### src/rtl/wb_pkg.sv
// rtl/wb_pkg.sv - shared Wishbone widths, decoder state encodings and clog2 helper
package wb_pkg;

    localparam int WB_ADR_W = 32;
    localparam int WB_DAT_W = 16;
    localparam int WB_SEL_W = 2;

    typedef enum logic [1:0] {
        WBS_DEC_IDLE = 2'd0,
        WBS_DEC_BUSY = 2'd1,
        WBS_DEC_DONE = 2'd2
    } wbs_dec_state_t;

    // Ceiling log2; clog2(1) = 0.
    function automatic int clog2(input int value);
        int r;
        r = 0;
        for (int v = value - 1; v > 0; v = v >> 1) begin
            r = r + 1;
        end
        return r;
    endfunction

endpackage

### src/rtl/wb_timeout_counter.sv
// rtl/wb_timeout_counter.sv - saturating cycle counter flagging TIMEOUT-1 reached
//
// Ports:
//   clk, reset  : clock, synchronous active-high reset
//   i_clear     : zero the count (takes priority over i_enable)
//   i_enable    : count one per cycle while high
//   o_expired   : high once the count has reached TIMEOUT-1; stays there until cleared
module wb_timeout_counter
    import wb_pkg::*;
#(
    parameter int TIMEOUT = 1024
) (
    input  logic clk,
    input  logic reset,
    input  logic i_clear,
    input  logic i_enable,
    output logic o_expired
);

    localparam int CNT_W = clog2(TIMEOUT) + 1;
    localparam logic [CNT_W-1:0] LIMIT = CNT_W'(TIMEOUT - 1);

    logic [CNT_W-1:0] r_count;

    // Stops at LIMIT so a long-hung slave can never wrap the count back to a
    // non-expired value.
    always_ff @(posedge clk) begin
        if (reset || i_clear) begin
            r_count <= '0;
        end else if (i_enable && (r_count < LIMIT)) begin
            r_count <= r_count + CNT_W'(1);
        end
    end

    assign o_expired = (r_count >= LIMIT);

endmodule

### src/rtl/wbs_decoder.sv
// rtl/wbs_decoder.sv - Wishbone address decoder steering one master to NUM_SLAVES slaves
//
// Ports:
//   clk, reset                      : clock, synchronous active-high reset
//   wbm_cyc_i/stb_i/we_i/sel_i/adr_i/dat_i : arbitrated master request
//   wbm_dat_o/ack_o/err_o           : registered master response
//   wbs_cyc_o/stb_o                 : one-hot per-slave cycle/strobe
//   wbs_we_o/sel_o/adr_o/dat_o      : shared slave request, address rebased to slave base
//   wbs_dat_i/ack_i/err_i           : per-slave responses (only the selected one is used)
//   timeout_o                       : one-cycle pulse when a hung slave is abandoned
module wbs_decoder
    import wb_pkg::*;
#(
    parameter int                        NUM_SLAVES = 4,
    parameter logic [NUM_SLAVES*32-1:0]  SLAVE_BASE = {32'h30000, 32'h20000, 32'h10000, 32'h0},
    parameter logic [NUM_SLAVES*32-1:0]  SLAVE_HIGH = {32'h3FFFF, 32'h2FFFF, 32'h1FFFF, 32'hFFFF},
    parameter int                        TIMEOUT    = 1024
) (
    input  logic                           clk,
    input  logic                           reset,
    input  logic                           wbm_cyc_i,
    input  logic                           wbm_stb_i,
    input  logic                           wbm_we_i,
    input  logic [WB_SEL_W-1:0]            wbm_sel_i,
    input  logic [WB_ADR_W-1:0]            wbm_adr_i,
    input  logic [WB_DAT_W-1:0]            wbm_dat_i,
    output logic [WB_DAT_W-1:0]            wbm_dat_o,
    output logic                           wbm_ack_o,
    output logic                           wbm_err_o,
    output logic [NUM_SLAVES-1:0]          wbs_cyc_o,
    output logic [NUM_SLAVES-1:0]          wbs_stb_o,
    output logic                           wbs_we_o,
    output logic [WB_SEL_W-1:0]            wbs_sel_o,
    output logic [WB_ADR_W-1:0]            wbs_adr_o,
    output logic [WB_DAT_W-1:0]            wbs_dat_o,
    input  logic [NUM_SLAVES*WB_DAT_W-1:0] wbs_dat_i,
    input  logic [NUM_SLAVES-1:0]          wbs_ack_i,
    input  logic [NUM_SLAVES-1:0]          wbs_err_i,
    output logic                           timeout_o
);

    localparam int IDX_W = (NUM_SLAVES > 1) ? clog2(NUM_SLAVES) : 1;

    wbs_dec_state_t          r_state, w_nxt_state;
    logic [IDX_W-1:0]        r_idx, w_nxt_idx;
    logic [NUM_SLAVES-1:0]   r_onehot, w_nxt_onehot;
    logic                    r_we, w_nxt_we;
    logic [WB_SEL_W-1:0]     r_sel, w_nxt_sel;
    logic [WB_ADR_W-1:0]     r_adr, w_nxt_adr;
    logic [WB_DAT_W-1:0]     r_wdat, w_nxt_wdat;
    logic [WB_DAT_W-1:0]     r_rdat, w_nxt_rdat;
    logic                    r_ack, w_nxt_ack;
    logic                    r_err, w_nxt_err;
    logic                    r_timeout, w_nxt_timeout;

    logic [NUM_SLAVES-1:0]   w_hit;
    logic                    w_any_hit;
    logic [IDX_W-1:0]        w_idx;
    logic [WB_ADR_W-1:0]     w_base;
    logic [WB_ADR_W-1:0]     w_rebased;
    logic                    w_sel_ack;
    logic                    w_sel_err;
    logic [WB_DAT_W-1:0]     w_sel_dat;
    logic                    w_cnt_clear;
    logic                    w_expired;

    genvar gi;
    generate
        for (gi = 0; gi < NUM_SLAVES; gi++) begin : g_range
            assign w_hit[gi] = (wbm_adr_i >= SLAVE_BASE[32*gi +: 32]) &&
                               (wbm_adr_i <= SLAVE_HIGH[32*gi +: 32]);
        end
    endgenerate

    // Scan high to low so the lowest matching index is the one left standing.
    always_comb begin
        w_idx  = '0;
        w_base = '0;
        for (int i = NUM_SLAVES - 1; i >= 0; i--) begin
            if (w_hit[i]) begin
                w_idx  = IDX_W'(i);
                w_base = SLAVE_BASE[32*i +: 32];
            end
        end
    end

    assign w_any_hit = |w_hit;
    assign w_rebased = wbm_adr_i - w_base;

    assign w_sel_ack = wbs_ack_i[r_idx];
    assign w_sel_err = wbs_err_i[r_idx];
    assign w_sel_dat = wbs_dat_i[r_idx*WB_DAT_W +: WB_DAT_W];

    wb_timeout_counter #(
        .TIMEOUT   (TIMEOUT)
    ) u_timeout (
        .clk       (clk),
        .reset     (reset),
        .i_clear   (w_cnt_clear),
        .i_enable  (r_state == WBS_DEC_BUSY),
        .o_expired (w_expired)
    );

    always_ff @(posedge clk) begin
        if (reset) begin
            r_state   <= WBS_DEC_IDLE;
            r_idx     <= '0;
            r_onehot  <= '0;
            r_we      <= 1'b0;
            r_sel     <= '0;
            r_adr     <= '0;
            r_wdat    <= '0;
            r_rdat    <= '0;
            r_ack     <= 1'b0;
            r_err     <= 1'b0;
            r_timeout <= 1'b0;
        end else begin
            r_state   <= w_nxt_state;
            r_idx     <= w_nxt_idx;
            r_onehot  <= w_nxt_onehot;
            r_we      <= w_nxt_we;
            r_sel     <= w_nxt_sel;
            r_adr     <= w_nxt_adr;
            r_wdat    <= w_nxt_wdat;
            r_rdat    <= w_nxt_rdat;
            r_ack     <= w_nxt_ack;
            r_err     <= w_nxt_err;
            r_timeout <= w_nxt_timeout;
        end
    end

    always_comb begin
        w_nxt_state   = r_state;
        w_nxt_idx     = r_idx;
        w_nxt_onehot  = r_onehot;
        w_nxt_we      = r_we;
        w_nxt_sel     = r_sel;
        w_nxt_adr     = r_adr;
        w_nxt_wdat    = r_wdat;
        w_nxt_rdat    = r_rdat;
        w_nxt_ack     = 1'b0;
        w_nxt_err     = 1'b0;
        w_nxt_timeout = 1'b0;
        w_cnt_clear   = 1'b0;

        case (r_state)
            WBS_DEC_IDLE: begin
                if (wbm_cyc_i && wbm_stb_i) begin
                    if (w_any_hit) begin
                        w_nxt_idx    = w_idx;
                        w_nxt_onehot = NUM_SLAVES'(1) << w_idx;
                        w_nxt_we     = wbm_we_i;
                        w_nxt_sel    = wbm_sel_i;
                        w_nxt_adr    = w_rebased;
                        w_nxt_wdat   = wbm_dat_i;
                        w_cnt_clear  = 1'b1;
                        w_nxt_state  = WBS_DEC_BUSY;
                    end else begin
                        w_nxt_err    = 1'b1;
                        w_nxt_state  = WBS_DEC_DONE;
                    end
                end
            end
            WBS_DEC_BUSY: begin
                // A master that has let go of the cycle gets no response at all.
                if (!wbm_cyc_i) begin
                    w_nxt_onehot  = '0;
                    w_nxt_state   = WBS_DEC_IDLE;
                end else if (w_sel_ack) begin
                    w_nxt_rdat    = w_sel_dat;
                    w_nxt_ack     = 1'b1;
                    w_nxt_onehot  = '0;
                    w_nxt_state   = WBS_DEC_DONE;
                end else if (w_sel_err) begin
                    w_nxt_err     = 1'b1;
                    w_nxt_onehot  = '0;
                    w_nxt_state   = WBS_DEC_DONE;
                end else if (w_expired) begin
                    w_nxt_err     = 1'b1;
                    w_nxt_timeout = 1'b1;
                    w_nxt_onehot  = '0;
                    w_nxt_state   = WBS_DEC_DONE;
                end
            end
            WBS_DEC_DONE: begin
                // Gives a registered master one cycle to drop stb after the response.
                w_nxt_state = WBS_DEC_IDLE;
            end
            default: begin
                w_nxt_onehot = '0;
                w_nxt_state  = WBS_DEC_IDLE;
            end
        endcase
    end

    assign wbm_dat_o = r_rdat;
    assign wbm_ack_o = r_ack;
    assign wbm_err_o = r_err;
    assign wbs_cyc_o = r_onehot;
    assign wbs_stb_o = r_onehot;
    assign wbs_we_o  = r_we;
    assign wbs_sel_o = r_sel;
    assign wbs_adr_o = r_adr;
    assign wbs_dat_o = r_wdat;
    assign timeout_o = r_timeout;

endmodule

### config.mk
export PLATFORM = sky130hd
export DESIGN_NAME = wbs_decoder
export DESIGN_NICKNAME = d
export VERILOG_FILES = /design/src/rtl/wb_pkg.sv /design/src/rtl/wb_timeout_counter.sv /design/src/rtl/wbs_decoder.sv
export SDC_FILE = /design/constraint.sdc
export NUM_CORES = 1
export LEC_CHECK = 0
export BUFFER_PORTS_ARGS = -buffer_cell sky130_fd_sc_hd__clkbuf_2
export CORE_UTILIZATION = 45
export CTS_CLUSTER_SIZE = 25
export DETAILED_ROUTE_END_ITERATION = 6
export PLACE_DENSITY = 0.92
export SYNTH_ARGS = -nofsm -noshare
export SYNTH_HDL_FRONTEND = slang
export SYNTH_HIERARCHICAL = 1
export SYNTH_SLANG_ARGS = --single-unit
### constraint.sdc
create_clock -name clk -period 2.9 [get_ports clk]
set_clock_uncertainty 0.2 [all_clocks]
set_input_delay 0.435 -clock clk [delete_from_list [all_inputs] [get_ports clk]]
set_output_delay 0.435 -clock clk [all_outputs]
set_load 0.02 [all_outputs]
==> qor.yml, run 1 <==
start_util: 0.4664
core_area_um2: 8258
ys_top_cells_by_count: "125 x nand2_1, 89 x dfxtp_1, 68 x a21oi_1"
critPathLaunchType: "input pin"
die_w_um: 94.51
synth_most_common_cell: "nand2_1"
max_freq_ghz: 0.4221
grt_use_total: 0.2228
endpoint_kind: "flop"
hp-class: "input pin to flop"
io_pins: 205
dp_slack_ns: 0.1864
synth_area_um2: 3851
drt-total-wl_um: 9959
antenna_cells: 0
cellPowerDensity_nw_per_um2: 438.4
numCtsBuffers: 9
relSlewSlack: 0.2701
postCtsSetupBuffers: 0
grt_pass1_wl_um: 15480
ant_nets: 0
h-tree-depth: 3
rows: 33
regArea_um2: 1782
syn_inst: 426
cts_tree: "built"
drive_above_1_share: 0.4132
numClockSinks: 89
cts_root_buffer: "clkbuf_8"
tns_ns: 0
die-area_um2: 8932
drv_slew: 0
cts_resized: 0
clockBufferDepth: 2
critical_path_class: "input pin to flop"
path_cells: "clkbuf_2, nor4_2, nand4_1, nor2_1, ha_1, fa_1, xnor2_1, a21oi_1, o21a_1"
synth_edf_count: 0
die_height_um: 94.51
outcome: "completed"
vdd_drop_max_mv: 0.1978
ys_types: 52
synth_top_area_frac: 0.4626
synthArstFlopShare: 0
clkTransAtPathRegs_ns: 0.10
finalNetCount: 748
yosys_warnings: 6
grt_pass1_vias: 3546
rsz0062_at_grt: "no"
syn_to_final_growth_pct: 32.23
hold_slack_ns: 0.08520
routedWlPerCell_um: 13.70
fillers: 745
cts_hold_buf: 0
fin_crit_sh: 0.8170
crit_buf_inv: 1
vias_per_cell: 5.194
insertion_delay_ns: 0.35
arrival_ns: 2.47
grt_start_max_net_pins: 45
leakage_nw: 2.181
finalHoldViolations: 0
vias: 3776
slowest_delay_ns: 0.47
cp_max_fo: 7
worst_pin_slew_ns: 1.093
setup_viol: 0
multi_input_area_um2: 1881
overflow: 0
hpwl_um: 7775
route.detailed.drc: 0
seq_area_frac_synth: 0.4626
ys_ff_latch: 89
synthTopCellsByArea: "dfxtp_1 46%, nand2_1 12%, mux4_2 11%"
syn_nets: 557
setup_ws_ns: 0.5307
critPathSlowestCell: "a21oi_1"
avgSynthCellArea_um2: 9.040
drt_iter0_drc: 113
gp_congestion: 0.8380
maxCapViolCount: 0
synth_top_area_cell: "dfxtp_1"
firstDrtPassIters: 4
antenna_found_initial: 0
synth-main-ff-cell: "dfxtp_1"
period_minus_slack_ns: 2.369
port-buffer-count: 204
fin_total_pwr_mw: 2.232
cp_top_family: "simple AND/OR/NAND/NOR gates"
worst_ep_required_time_ns: 3.00
power by group:
| part | leakage, nW | internal (mW) | switching [mW] |
|---|---|---|---|
| clock | 0.100 | 0.428 | 0.437 |
| sequential | 0.717 | 1.22 | 0.000888 |
| combinational | 1.36 | 0.0856 | 0.0592 |
cell usage in the layout, fill, tap and decap left out, drive strengths merged, types with 2 or more instances in the layout:
cell type / netlist / final
and4: 2 / 2
o21ai: 4 / 4
mux4: 18 / 18
mux2i: 3 / 3
o211ai: 2 / 2
nor2: 13 / 13
nor3: 3 / 3
nand2: 126 / 126
a31oi: 2 / 2
o21a: 8 / 8
o31ai: 3 / 3
nand2b: 3 / 3
ha: 3 / 3
inv: 4 / 5
or3: 3 / 3
nor2b: 4 / 4
and3: 2 / 2
a211oi: 2 / 2
or2: 2 / 2
nor4b: 2 / 2
nand3: 4 / 4
nor4: 4 / 4
nand4: 5 / 5
dfxtp: 89 / 89
a21oi: 68 / 68
clkinv: 1 / 3
or4: 2 / 2
clkbuf: 15 / 215
buf: 16 / 7
stage by stage:
stage	utilization	area (um2)	instances
after CTS	0.6167	5092	727
after global routing	0.6167	5092	727
after global placement	0.5918	4887	711
after detailed placement	0.5918	4887	711
final	0.6167	5092	727
after floorplan	-	3851	426
logic make-up after synthesis:
group,synth area share
simple gates,0.2157
fa+ha+maj,0.01495
buf+inv,0.04905
mux,0.1131
xor+xnor,0.004549
flops,0.4626
compound gates,0.1400
worst reg2reg max path, delay by kind of cell (launching register included):
kind / cells / cell delay [ns]
flip-flops: 1 / 0.36
AND/OR/NAND/NOR: 6 / 1.48
buffers and inverters: 1 / 0.11
per-layer routing:
layer,up-vias,share of wire,track usage
met5,-,0,0
met4,0,0.011,0.07071
met3,10,0.084,0.05717
met2,169,0.53,0.4233
met1,1737,0.37,0.2388
li1,1860,-,-
layout make-up:
type / count / area share
multi-input combinational: 301 / 0.3693
tap: 105 / 0.02580
inverter: 5 / 0.003931
sequential: 89 / 0.3499
clock buffer: 11 / 0.02776
clock inverter: 5 / 0.01253
timing repair buffer: 211 / 0.2108
flip-flops by register name, summed over array words and instances, names as in the netlist:
register           cells
wbs_cyc_o              4
wbs_dat_o             16
wbm_dat_o             16
r_idx                  2
r_state                2
u_timeout/r_count     11
timeout_o              1
wbs_adr_o             32
wbs_sel_o              2
wbm_ack_o              1
wbm_err_o              1
wbs_we_o               1
path summary, 6_finish.rpt:
| check | startpoint | end | slack [ns] | cells past startpoint |
|---|---|---|---|---|
| setup / recovery | wbm_adr_i[30] | wbs_adr_o[30] | 0.53 | 9 |
| setup reg to reg | r_state[1] | u_timeout/r_count[4] | 0.65 | 7 |
| hold / removal | wbm_dat_i[11] | wbs_dat_o[11] | 0.09 | 3 |
| hold reg to reg | wbs_adr_o[10] | wbs_adr_o[10] | 0.26 | 2 |
No activity file was read; power rests on OpenSTA's default activity.
==> inputs of run 2 (changes only) <==
CORE_UTILIZATION = 41   (was 45)
PLACE_DENSITY = 0.89   (was 0.92)
clock period = 2.17 ns   (was 2.9 ns; I/O delays follow)
==> qor.yml, run 2 (synthesis results as in run 1) <==
port-buffer-count: 204
die_height_um: 98.92
drt_iter0_drc: 126
fin_total_pwr_mw: 3.082
firstDrtPassIters: 4
tns_ns: 0
die_w_um: 98.92
drive_above_1_share: 0.4057
cp_max_fo: 4
p_clk_frac: 0.387
power.net_switching_uw: 734.8
largest_register_ffs: 32
syn_to_final_growth_pct: 44.38
fin_crit_sh: 0.9420
vdd_drop_max_mv: 0.4165
setup_viol: 0
vias: 4053
io_pins: 205
drt-total-wl_um: 11120
route.detailed.drc: 0
mostFrequentLayoutCell: "clkbuf_2"
cts_root_buffer: "clkbuf_8"
seqPwrFrac: 0.530
rsz0062_at_grt: "no"
swShare: 0.2384
clkTransAtPathRegs_ns: 0.10
hpwl_um: 7953
numCtsBuffers: 9
clockBufferDepth: 2
relSlewSlack: 0.5658
core_area_um2: 9153
antenna_found_initial: 0
outcome: "completed"
internal_power_mw: 2.347
endpoint_kind: "flop"
grt_use_total: 0.2255
ant_nets: 0
worst_ep_required_time_ns: 2.22
rows: 35
cellPowerDensity_nw_per_um2: 554.3
routedWlPerCell_um: 14.27
worst_pin_slew_ns: 0.6483
start_util: 0.4208
leakage_nw: 2.384
finalNetCount: 794
grt_start_max_net_pins: 49
maxCapViolCount: 0
insertion_delay_ns: 0.36
overflow: 0
fin_util: 0.6075
hold_slack_ns: 0.08350
p_comb_frac: 0.083
cts_tree: "built"
period_minus_slack_ns: 2.044
numClockSinks: 89
arrival_ns: 2.10
max_freq_ghz: 0.4892
die-area_um2: 9785
gp_congestion: 0.8547
finalHoldViolations: 0
vias_per_cell: 5.203
h-tree-depth: 3
critPathLaunchType: "flop"
critical_path_class: "flop to flop"
final_cell_mix: "204 x clkbuf_2, 125 x nand2_1, 89 x dfxtp_1"
antenna_cells: 0
hp-class: "input pin to flop"
drv_slew: 0
grt_pass1_vias: 3973
grt_pass1_wl_um: 17510
## run 2: per-layer routing
metal,track usage,part of all wire
met3,0.05745,0.072
met1,0.2375,0.38
met5,0,0
met2,0.4207,0.52
met4,0.1010,0.028
## run 2: area by class of cell
class / count / area (um2)
tap: 111 / 138.9
clock inverter: 7 / 82.58
clock buffer: 9 / 123.9
fill: 748 / 3592
sequential: 89 / 1782
inverter: 5 / 23.77
timing repair buffer: 257 / 1523
multi-input combinational: 301 / 1887
## run 2: final timing paths
kind | start | end | slack [ns] | depth (start not counted)
hold / removal | wbm_adr_i[17] | wbs_cyc_o[0] | 0.08 | 2
setup reg to reg | r_idx[0] | wbs_cyc_o[1] | 0.13 | 5
setup / recovery | r_idx[0] | wbs_cyc_o[1] | 0.13 | 5
hold reg to reg | wbs_adr_o[31] | wbs_adr_o[31] | 0.26 | 2
## run 2: per-stage QoR
| stage | setup slack [ns] | cells | cell area, um2 |
|---|---|---|---|
| after CTS | 0.04327 | 779 | 5553 |
| after global routing | 0.004387 | 779 | 5560 |
| after global placement | -0.2277 | 728 | 4994 |
| after detailed placement | -0.3454 | 728 | 4994 |
| after floorplan | 0.006352 | 426 | 3867 |
| final | 0.1258 | 779 | 5560 |
## run 2: power by group through the flow
stage	sequential (mW)	combinational, mW	clock [mW]
CTS	1.63	0.253	1.23
global route	1.64	0.275	1.31
global placement	1.67	0.197	0
floorplan	1.67	0.0660	0
detailed placement	1.67	0.203	0
finish	1.63	0.256	1.19
## run 2: critical path, cell delays in order (launching register included)
cell and delay [ns]:
dfxtp_1 0.39, mux4_2 0.54, or2_4 0.29, nor3_4 0.25, nor2_2 0.11, mux2i_1 0.14
## run 2: timing repair
action                                  4_1_cts  5_1_grt
gates resized for setup                       1        2
pin swaps                                     0        1
hold buffers                                 35        0
buffers inserted                              0        0
endpoints found under the setup margin        2       11
hold endpoints to repair                     35        0
==> inputs of run 3 (changes only) <==
CORE_MARGIN = 5   (was not set)
==> qor.yml, run 3 (synthesis results as in run 1) <==
grt_pass1_wl_um: 19650
antenna_found_initial: 0
hpwl_um: 9305
ant_nets: 0
antenna_cells: 0
critical_path_class: "input pin to flop"
vias_per_cell: 5.238
arrival_ns: 2.13
stdcell_count: 776
mostFrequentLayoutCell: "clkbuf_2"
relSlewSlack: 0.5719
postCtsSetupBuffers: 0
core_area_um2: 9196
clkTransAtPathRegs_ns: 0.09
cts_root_buffer: "clkbuf_8"
routedWlPerCell_um: 16.05
hp-class: "input pin to flop"
grt_pass1_vias: 4238
grtUsageMet3: 0.04696
grt_util_met1: 0.2254
fin_total_pwr_mw: 2.963
tns_ns: 0
largest_register_ffs: 32
endpoint_kind: "flop"
firstDrtPassIters: 5
syn_to_final_growth_pct: 43.40
start_util: 0.4188
overflow: 0
h-tree-depth: 3
io_pins: 205
vias: 4065
period_minus_slack_ns: 2.031
cellPowerDensity_nw_per_um2: 536.5
grt_use_total: 0.2157
worst_ep_required_time_ns: 2.27
drt-total-wl_um: 12460
die_w_um: 106.9
setup_viol: 0
placed_area_um2: 5014
dp_cells: 729
max_freq_ghz: 0.4923
rsz0062_at_grt: "no"
fin_util: 0.6005
vdd_drop_max_mv: 0.3970
fin_crit_sh: 0.9361
clockBufferDepth: 2
port-buffer-count: 204
drv_slew: 0
route.detailed.drc: 0
drt_iter0_drc: 305
numClockSinks: 89
grt_busiest_layer: "met2"
finalNetCount: 791
outcome: "completed"
cp_max_fo: 7
drive_above_1_share: 0.4120
leakage_nw: 2.372
die_height_um: 106.9
worst_pin_slew_ns: 0.6393
final_cell_area_um2: 5523
grt_start_max_net_pins: 45
cts_tree: "built"
die-area_um2: 11430
maxCapViolCount: 0
grt.met2_usage: 0.4141
critPathLaunchType: "input pin"
numCtsBuffers: 9
insertion_delay_ns: 0.35
finalHoldViolations: 0
gp_congestion: 0.8639
rows: 35
final_cell_mix: "204 x clkbuf_2, 125 x nand2_1, 89 x dfxtp_1"
## run 3: changes by cell type in the layout (fill, tap and decap cells not counted), sizes merged
cell         delta
buf             +1
bufinv          -1
clkinv          +2
clkinvlp        -1
dlygate4sd3     -4
## run 3: area by class of cell
cell class	instances	area [um2]
Timing Repair Buffer	254	1499
Multi-Input combinational cell	301	1894
Clock inverter	7	61.31
Sequential cell	89	1782
Inverter	5	23.77
Fill cell	790	3674
Tap cell	111	138.9
Clock buffer	9	123.9
## run 3: power by group
group / switching (mW) / total, mW / internal, mW
registers: 0.00130 / 1.63 / 1.63
clock network: 0.633 / 1.07 / 0.440
logic: 0.0981 / 0.256 / 0.157
total: 0.732 / 2.96 / 2.23
## run 3: metal layers
| layer | share of wire | wire length [um] | vias up |
|---|---|---|---|
| met1 | 0.37 | 4670 | 1884 |
| met5 | 0 | 0 | - |
| met4 | 0.019 | 240 | 0 |
| li1 | - | - | 1949 |
| met2 | 0.52 | 6529 | 211 |
| met3 | 0.082 | 1017 | 21 |
## run 3: worst paths after layout
path                            cells past startpoint                   end     startpoint  slack, ns
worst min-delay path                                3          wbs_adr_o[5]   wbm_adr_i[5]       0.02
worst max register to register                      7  u_timeout/r_count[4]     r_state[1]       0.16
worst min register to register                      2         wbm_dat_o[13]  wbm_dat_o[13]       0.26
worst max-delay path                                9         wbs_adr_o[30]  wbm_adr_i[31]       0.14
## run 3: what timing repair did
action | CTS | global route
gates resized for setup | 1 | 3
pin swaps | 0 | 1
hold buffers | 31 | 0
endpoints found under the hold margin | 31 | 0
setup endpoints to repair | 7 | 23
## run 3: stage by stage
step,hold slack (ns),setup slack (ns)
2_1_floorplan,0.2429,0.006352
3_3_place_gp,0.2405,-0.2609
3_5_place_dp,0.2471,-0.4326
4_1_cts,0.003265,0.002968
5_1_grt,0.01773,0.01777
6_report,0.02394,0.1387
## run 3: critical path, cell delays in order
cell and delay, ns:
clkbuf_2 0.09, nor4_2 0.30, nand4_1 0.23, nor2_1 0.20, ha_1 0.22, fa_1 0.19, xnor2_1 0.09, a21oi_2 0.31
o21a_1 0.18
